===== config.mk =====
export PLATFORM = sky130hd
export DESIGN_NAME = alu_step_sequencer
export DESIGN_NICKNAME = d
export VERILOG_FILES = /design/src/rtl/alu_step_sequencer.sv
export SDC_FILE = /design/constraint.sdc
export NUM_CORES = 1
export LEC_CHECK = 0
export CORE_MARGIN = 3
export CORE_UTILIZATION = 49
export CTS_CLUSTER_DIAMETER = 30
export DETAILED_ROUTE_END_ITERATION = 12
export PLACE_DENSITY = 0.75
export SETUP_SLACK_MARGIN = 0.2
export SLEW_MARGIN = 40
export SYNTH_ARGS = -nofsm -noshare
export SYNTH_HDL_FRONTEND = slang
export SYNTH_SLANG_ARGS = --single-unit
export TNS_END_PERCENT = 1

===== constraint.sdc =====
create_clock -name clk -period 5.65 [get_ports clk]
set_clock_uncertainty 0.15 [all_clocks]
set_input_delay 0.8475 -clock clk [delete_from_list [all_inputs] [get_ports clk]]
set_output_delay 0.8475 -clock clk [all_outputs]
set_load 0.01 [all_outputs]

===== src/rtl/alu_step_sequencer.sv =====
// alu_step_sequencer: holds a small loadable program and, on each step press
// or run-mode tick, fetches one instruction and presents its decoded fields
// to the ALU/register-file datapath, followed by a one-cycle exec strobe.
module alu_step_sequencer #(
    parameter int          DEPTH   = 16,
    parameter int          RUN_DIV = 25_000_000,
    parameter logic [3:0]  HALT_OP = 4'hF
) (
    input  logic                       clk,
    input  logic                       reset,
    input  logic                       step,
    input  logic                       run,
    input  logic                       restart,
    input  logic                       load_we,
    input  logic [$clog2(DEPTH)-1:0]   load_addr,
    input  logic [29:0]                load_data,
    output logic [2:0]                 a_reg,
    output logic [2:0]                 b_reg,
    output logic [2:0]                 dest_reg,
    output logic [3:0]                 alu_op,
    output logic [15:0]                immediate,
    output logic                       immediate_p,
    output logic                       exec,
    output logic [$clog2(DEPTH)-1:0]   pc,
    output logic                       halted
);

    localparam int PC_W  = $clog2(DEPTH);
    localparam int CNT_W = $clog2(RUN_DIV);
    localparam logic [CNT_W-1:0] RELOAD = CNT_W'(RUN_DIV - 1);

    typedef enum logic [2:0] {
        S_IDLE,
        S_FETCH,
        S_DECODE,
        S_ISSUE,
        S_HALT
    } state_t;

    state_t            state_q, state_d;
    logic              step_meta_q, step_meta_d;
    logic              step_sync_q, step_sync_d;
    logic              step_prev_q, step_prev_d;
    logic [CNT_W-1:0]  cnt_q, cnt_d;
    logic              tick_q, tick_d;
    logic [PC_W-1:0]   pc_q, pc_d;
    logic [29:0]       field_q, field_d;
    logic              halt_seen_q, halt_seen_d;
    logic [29:0]       mem [DEPTH];
    logic [29:0]       rd_word;
    logic              req;

    // Program memory: writes land in any state and are never reset, so the
    // program survives a reset and can be loaded while reset is held.
    always_ff @(posedge clk) begin
        if (load_we) begin
            mem[load_addr] <= load_data;
        end
    end

    // Next-state logic: synchronizer, run-mode divider, sequencing FSM.
    always_comb begin
        state_d     = state_q;
        step_meta_d = step;
        step_sync_d = step_meta_q;
        step_prev_d = step_sync_q;
        pc_d        = pc_q;
        field_d     = field_q;
        halt_seen_d = halt_seen_q;
        rd_word     = mem[pc_q];

        // The tick fires when the divider counts down into zero, so the reset
        // value of zero reloads the divider instead of producing an early step.
        if (!run || cnt_q == '0) begin
            cnt_d = RELOAD;
        end else begin
            cnt_d = cnt_q - CNT_W'(1);
        end
        tick_d = run && (cnt_q == CNT_W'(1));

        req = (!run && step_sync_q && !step_prev_q) || (run && tick_q);

        case (state_q)
            S_IDLE: begin
                if (req) begin
                    state_d = S_FETCH;
                end
            end
            S_FETCH: begin
                // The read is captured straight into the field register so the
                // fields are already valid in the DECODE cycle, one cycle ahead of exec.
                halt_seen_d = (rd_word[29:26] == HALT_OP);
                if (rd_word[29:26] != HALT_OP) begin
                    field_d = rd_word;
                end
                state_d = S_DECODE;
            end
            S_DECODE: begin
                state_d = halt_seen_q ? S_HALT : S_ISSUE;
            end
            S_ISSUE: begin
                pc_d    = pc_q + PC_W'(1);
                state_d = S_IDLE;
            end
            S_HALT: begin
                state_d = S_HALT;
            end
            default: begin
                state_d = S_IDLE;
            end
        endcase

        // Restart overrides everything, including a pending pc increment.
        if (restart) begin
            state_d     = S_IDLE;
            pc_d        = '0;
            field_d     = field_q;
            halt_seen_d = halt_seen_q;
        end
    end

    // State registers with asynchronous active-low reset.
    always_ff @(posedge clk or negedge reset) begin
        if (!reset) begin
            state_q     <= S_IDLE;
            step_meta_q <= 1'b0;
            step_sync_q <= 1'b0;
            step_prev_q <= 1'b0;
            cnt_q       <= '0;
            tick_q      <= 1'b0;
            pc_q        <= '0;
            field_q     <= '0;
            halt_seen_q <= 1'b0;
        end else begin
            state_q     <= state_d;
            step_meta_q <= step_meta_d;
            step_sync_q <= step_sync_d;
            step_prev_q <= step_prev_d;
            cnt_q       <= cnt_d;
            tick_q      <= tick_d;
            pc_q        <= pc_d;
            field_q     <= field_d;
            halt_seen_q <= halt_seen_d;
        end
    end

    assign alu_op      = field_q[29:26];
    assign dest_reg    = field_q[25:23];
    assign a_reg       = field_q[22:20];
    assign b_reg       = field_q[19:17];
    assign immediate_p = field_q[16];
    assign immediate   = field_q[15:0];
    assign exec        = (state_q == S_ISSUE) && !restart;
    assign halted      = (state_q == S_HALT);
    assign pc          = pc_q;

endmodule


==> impl_metrics.env, run 1 <==
export IMPL_leakage_nw=8.35
export IMPL_synthSimpleGateAreaFrac_pct=2.90
export IMPL_synthesis_nets=980
export IMPL_fin_nets=1135
export IMPL_numPortBuffers=75
export IMPL_die_area_mm2=0.0455
export IMPL_ios=76
export IMPL_endpoint_kind="output port"
export IMPL_path_buf_inv=3
export IMPL_slowest_stage="dfrtp_4"
export IMPL_rows=75
export IMPL_power_density_mw_per_mm2=415
export IMPL_min_path_type="primary input to asynchronous set/reset pin"
export IMPL_p_seq_share_pct=43.3
export IMPL_cap_violations=0
export IMPL_layout_common_cells="480 x edfxtp_1, 146 x mux4_2, 95 x clkbuf_16"
export IMPL_internal_power_w=0.00839
export IMPL_synth_seq_cells=547
export IMPL_drt_pre_antenna_iters=5
export IMPL_ir_drop_uv=283
export IMPL_max_freq_mhz=260
export IMPL_routed_wl_um=46800
export IMPL_cts_resized=0
export IMPL_synth_xor_area_share_pct=0.998
export IMPL_avgRoutedWirePerCell_um=27.4
export IMPL_required_ps=4650
export IMPL_ctsHoldBuffers=0
export IMPL_crit_path_max_incr_delay_ps=720
export IMPL_layout_drive_gt1_share_pct=33.9
export IMPL_synth_compound_gate_area_share_pct=0.701
export IMPL_pwr_share_clk_pct=52.5
export IMPL_rsz0062_at_grt="no"
export IMPL_synth_area_mm2=0.0211
export IMPL_p_comb_share_pct=4.3
export IMPL_grt_max_degree=76
export IMPL_p_switching_w=0.00239
export IMPL_grt_ovfl_total=0
export IMPL_grt_pass1_wl_um=70800
export IMPL_p_total_w=0.0108
export IMPL_coreArea_mm2=0.0422
export IMPL_crit_family="buffers and inverters"
export IMPL_clock_latency_ps=620
export IMPL_postCtsSetupBuffers=0
export IMPL_post_drt_via_cell_ratio=5.95
export IMPL_tightest_slew_ps=799
export IMPL_antenna_found_initial=3
export IMPL_synthAdderAreaFrac_pct=0.178
export IMPL_dr_total_vias=10200
export IMPL_finalMaxSlewViolations=0
export IMPL_crit_type="flop to output port"
export IMPL_fp_dieW_um=213
export IMPL_crit_fanout=67
export IMPL_cts_tree="done"
export IMPL_status="finished, final reports clean"
export IMPL_crit_cells=3
export IMPL_drtIter0Drc=1166
export IMPL_grt_pass1_vias=11000
export IMPL_timing_hold_ws_ps=134
export IMPL_syn_to_final_growth_pct=23.4
export IMPL_dp_final_hpwl_um=24700
export IMPL_cts_buffers=93
export IMPL_antenna_diode_count=0
export IMPL_slew_headroom_pct=46.7
export IMPL_cp_start_kind="flop"
export IMPL_path_clk_slew_ps=50
export IMPL_synth_cells=937
export IMPL_route_detailed_drc=0
export IMPL_layout_commonest_cell="edfxtp_1"
export IMPL_tns_ps=0
export IMPL_muxShareOfSynthArea_pct=17.4
export IMPL_grt_total_usage_pct=21.5
export IMPL_initial_utilization_pct=49.9
export IMPL_rr_worst_depth=8
export IMPL_place_congestion=0.731
export IMPL_avgSynthCellArea_um2=22.5
export IMPL_worstPathCellList="buf_12 > buf_16 > clkdlybuf4s50_1"
export IMPL_ant_nets=0
export IMPL_cts_buffer_depth=3
export IMPL_sw_frac_of_total_pct=22.1
export IMPL_yosysSeqAreaShare_pct=76.4
export IMPL_min_period_ps=3850
export IMPL_setup_viol=0
export IMPL_htree_levels=3
export IMPL_die_y_um=213
export IMPL_cts_sinks=547
export IMPL_synth_cell_types=44
export IMPL_cts_root_buf="clkbuf_16"
export IMPL_synth_top_family_by_area="multiplexers"
export IMPL_crit_arrival_ps=2850
export IMPL_finalHoldViolCount=0
export IMPL_yosysWarnings=0
export IMPL_period_share_pct=68.1
Yosys cell counts (all sizes together):
cell	n	share of area, %
a211oi	1	0.036
a21oi	4	0.095
and2	1	0.030
buf	25	0.95
clkbuf	20	0.36
dfrtp	67	8.0
edfxtp	480	68
ha	3	0.18
inv	5	0.089
mux2	26	1.4
mux2i	9	0.43
mux4	146	16
nand2	21	0.37
nand2b	2	0.059
nand3	3	0.071
nand3b	2	0.071
nand4	1	0.030
nand4b	2	0.083
nor2	41	0.73
nor2b	4	0.12
nor3	11	0.26
nor3b	1	0.036
nor4	8	0.24
nor4b	3	0.12
nor4bb	1	0.048
o21ai	1	0.024
o31a	1	0.042
o31ai	3	0.24
o32a	4	0.19
o41ai	1	0.077
or3	7	0.26
or3b	1	0.042
or4	6	0.23
or4b	2	0.095
xnor2	16	0.67
xor2	8	0.33
through the flow:
stage | worst slack [ps] | utilization, % | cells | area (um^2)
2_1_floorplan | 1610 | - | 937 | 21100
3_3_place_gp | 1390 | 53.3 | 1527 | 22500
3_5_place_dp | 1770 | 53.8 | 1536 | 22700
4_1_cts | 1660 | 61.5 | 1710 | 26000
5_1_grt | 1510 | 61.5 | 1710 | 26000
6_report | 1800 | 61.5 | 1710 | 26000
power by group through the flow:
stage | logic, W | registers (W) | clock network (W)
after floorplan | 0.000134 | 0.00472 | 0
final | 0.000458 | 0.00466 | 0.00566
after CTS | 0.000466 | 0.00466 | 0.00573
after global routing | 0.000492 | 0.00467 | 0.00592
after global placement | 0.000437 | 0.00473 | 0
after detailed placement | 0.000456 | 0.00473 | 0
metal layers:
metal	vias to the layer above	global-route usage, %	share of wire, %
met5	-	0	0.088
met4	6	6.31	2.0
met3	90	5.01	7.7
met2	471	34.6	50
met1	5353	30.0	40
li1	4252	-	-
flip-flops by register name, summed over array words and instances (netlist names):
register,count
step_meta_q,1
halt_seen_q,1
mem,480
state_q,3
pc,4
step_prev_d,1
cnt_q,25
tick_q,1
field_q,30
step_prev_q,1
cell type report:
cell class              count  area (um^2)
flip-flops and latches    547        16100
fillers                  2835        16200
clock buffers             103         2440
multi-input cells         340         4790
repair buffers            105         1150
inverters                   5         18.8
well taps                 539          674
clock inverters            71          812
logic make-up after synthesis:
family | after synthesis
adders and majority gates | 3
xor gates and xnor gates | 24
AOI/OAI and AO/OA | 15
DFF | 547
and+or+nand+nor | 117
buffers and inverters | 50
muxes | 181
worst paths after layout:
check	startpoint	endpoint	slack (ps)
max	pc[0]	pc[0]	1800
min	reset	cnt_q[22]	130
max reg2reg	pc[0]	field_q[20]	1840
min reg2reg	step_meta_q	step_prev_d	200
max in group asynchronous	reset	pc[0]	4660
min in group clk	step_meta_q	step_prev_d	200
No activity file was read; power rests on OpenSTA's default activity.
==> inputs of run 2 (changes only) <==
- clock period: 5.65 -> 3.8 ns (I/O delays scaled with it)
==> impl_metrics.env, run 2 (same netlist as run 1, synthesis figures left out) <==
export IMPL_fp_dieW_um=213
export IMPL_cts_buffer_depth=3
export IMPL_min_path_type="flop to flop"
export IMPL_power_density_mw_per_mm2=642
export IMPL_rows=75
export IMPL_tns_ps=0
export IMPL_finalHoldViolCount=0
export IMPL_place_congestion=0.722
export IMPL_die_y_um=213
export IMPL_p_total_w=0.0168
export IMPL_top_register="mem"
export IMPL_die_area_mm2=0.0455
export IMPL_drtIter0Drc=1108
export IMPL_dr_total_vias=10200
export IMPL_tightest_slew_ps=764
export IMPL_grt_pass1_wl_um=71500
export IMPL_rsz0062_at_grt="no"
export IMPL_coreArea_mm2=0.0422
export IMPL_grt_ovfl_total=0
export IMPL_routed_wl_um=47700
export IMPL_avgRoutedWirePerCell_um=27.7
export IMPL_r2r_setup_slack_ps=760
export IMPL_status="finished, final reports clean"
export IMPL_layout_commonest_cell="edfxtp_1"
export IMPL_required_ps=4130
export IMPL_crit_path_max_incr_delay_ps=750
export IMPL_crit_family="multiplexers"
export IMPL_antenna_found_initial=3
export IMPL_layout_drive_gt1_share_pct=33.6
export IMPL_cp_start_kind="flop"
export IMPL_min_period_ps=3040
export IMPL_period_share_pct=79.9
export IMPL_leakage_nw=8.47
export IMPL_cts_buffers=97
export IMPL_slew_headroom_pct=49.1
export IMPL_crit_type="flop to flop"
export IMPL_grt_pass1_vias=11200
export IMPL_htree_levels=3
export IMPL_post_drt_via_cell_ratio=5.92
export IMPL_postCtsSetupBuffers=0
export IMPL_dp_final_hpwl_um=22400
export IMPL_largest_register_ffs=480
export IMPL_route_detailed_drc=0
export IMPL_layout_common_cells="480 x edfxtp_1, 146 x mux4_2, 99 x clkbuf_16"
export IMPL_cts_sinks=547
export IMPL_cts_tree="done"
export IMPL_path_clk_slew_ps=50
export IMPL_ir_drop_uv=426
export IMPL_setup_viol=0
export IMPL_path_buf_inv=1
export IMPL_numPortBuffers=75
export IMPL_path_common_cell="mux4_2"
export IMPL_crit_arrival_ps=3370
export IMPL_cap_violations=0
export IMPL_drt_pre_antenna_iters=5
export IMPL_slowest_stage="dfrtp_4"
export IMPL_grt_max_degree=68
export IMPL_clock_latency_ps=640
export IMPL_ios=76
export IMPL_max_freq_mhz=329
export IMPL_fin_nets=1141
export IMPL_endpoint_kind="flop"
export IMPL_finalMaxSlewViolations=0
export IMPL_cts_root_buf="clkbuf_16"
export IMPL_syn_to_final_growth_pct=24.5
export IMPL_initial_utilization_pct=49.9
export IMPL_worstPathCellList="buf_4 > mux4_2 > mux4_2 > mux2_2"
export IMPL_ant_nets=0
export IMPL_crit_fanout=32
export IMPL_top_regs="mem (480), field_q (30), cnt_q (25)"
export IMPL_cts_resized=0
export IMPL_grt_total_usage_pct=21.8
run 2: through the flow:
stage	std cells	worst slack [ps]	cell area, um^2	util (%)	hold WS (ps)
final	1724	762	26200	62.1	204
after global routing	1722	573	26200	62.1	224
after CTS	1721	686	26200	62.1	203
after detailed placement	1537	708	22600	53.6	190
after global placement	1537	746	22600	53.6	186
after floorplan	937	341	21100	-	124
run 2: routing by layer:
metal / global-route usage, % / share of wire, % / vias to the layer above
met4: 7.45 / 2.9 / 2
met3: 6.63 / 8.3 / 100
met1: 29.2 / 39 / 5355
met5: 0 / 0.027 / -
li1: - / - / 4265
met2: 34.8 / 49 / 479
run 2: worst paths after layout:
kind                            depth (start not counted)          end   startpoint
min in group asynchronous                               2   field_q[3]        reset
worst min-delay path                                    0  step_prev_d  step_meta_q
worst max-delay path                                    4  field_q[19]        pc[0]
worst max register to register                          4  field_q[19]        pc[0]
max in group asynchronous                               2        pc[1]        reset
worst min register to register                          0  step_prev_d  step_meta_q
run 2: worst register-to-register path: cells and delay by family, from the launching register on:
family / cells / cell delay (ps)
DFF: 1 / 750
buffers and inverters: 1 / 640
muxes: 3 / 1380
run 2: layout make-up:
type,instances,area (um^2)
Fill cell,2796,16000
Clock buffer,121,2640
Sequential cell,547,16100
Inverter,5,18.8
Tap cell,539,674
Timing Repair Buffer,107,1060
Antenna cell,3,7.51
Clock inverter,62,927
Multi-Input combinational cell,340,4790
run 2: repair_timing:
item / 4_1_cts / 5_1_grt
endpoints found under the hold margin: 67 / 0
hold buffers: 1 / 0
endpoints found under the setup margin: 0 / 0
run 2: power by group:
part,total (W),switching [W],internal [W]
Combinational,0.000673,0.000319,0.000355
Sequential,0.00693,0.000149,0.00678
Clock,0.00922,0.00302,0.00620
Total,0.0168,0.00349,0.0133
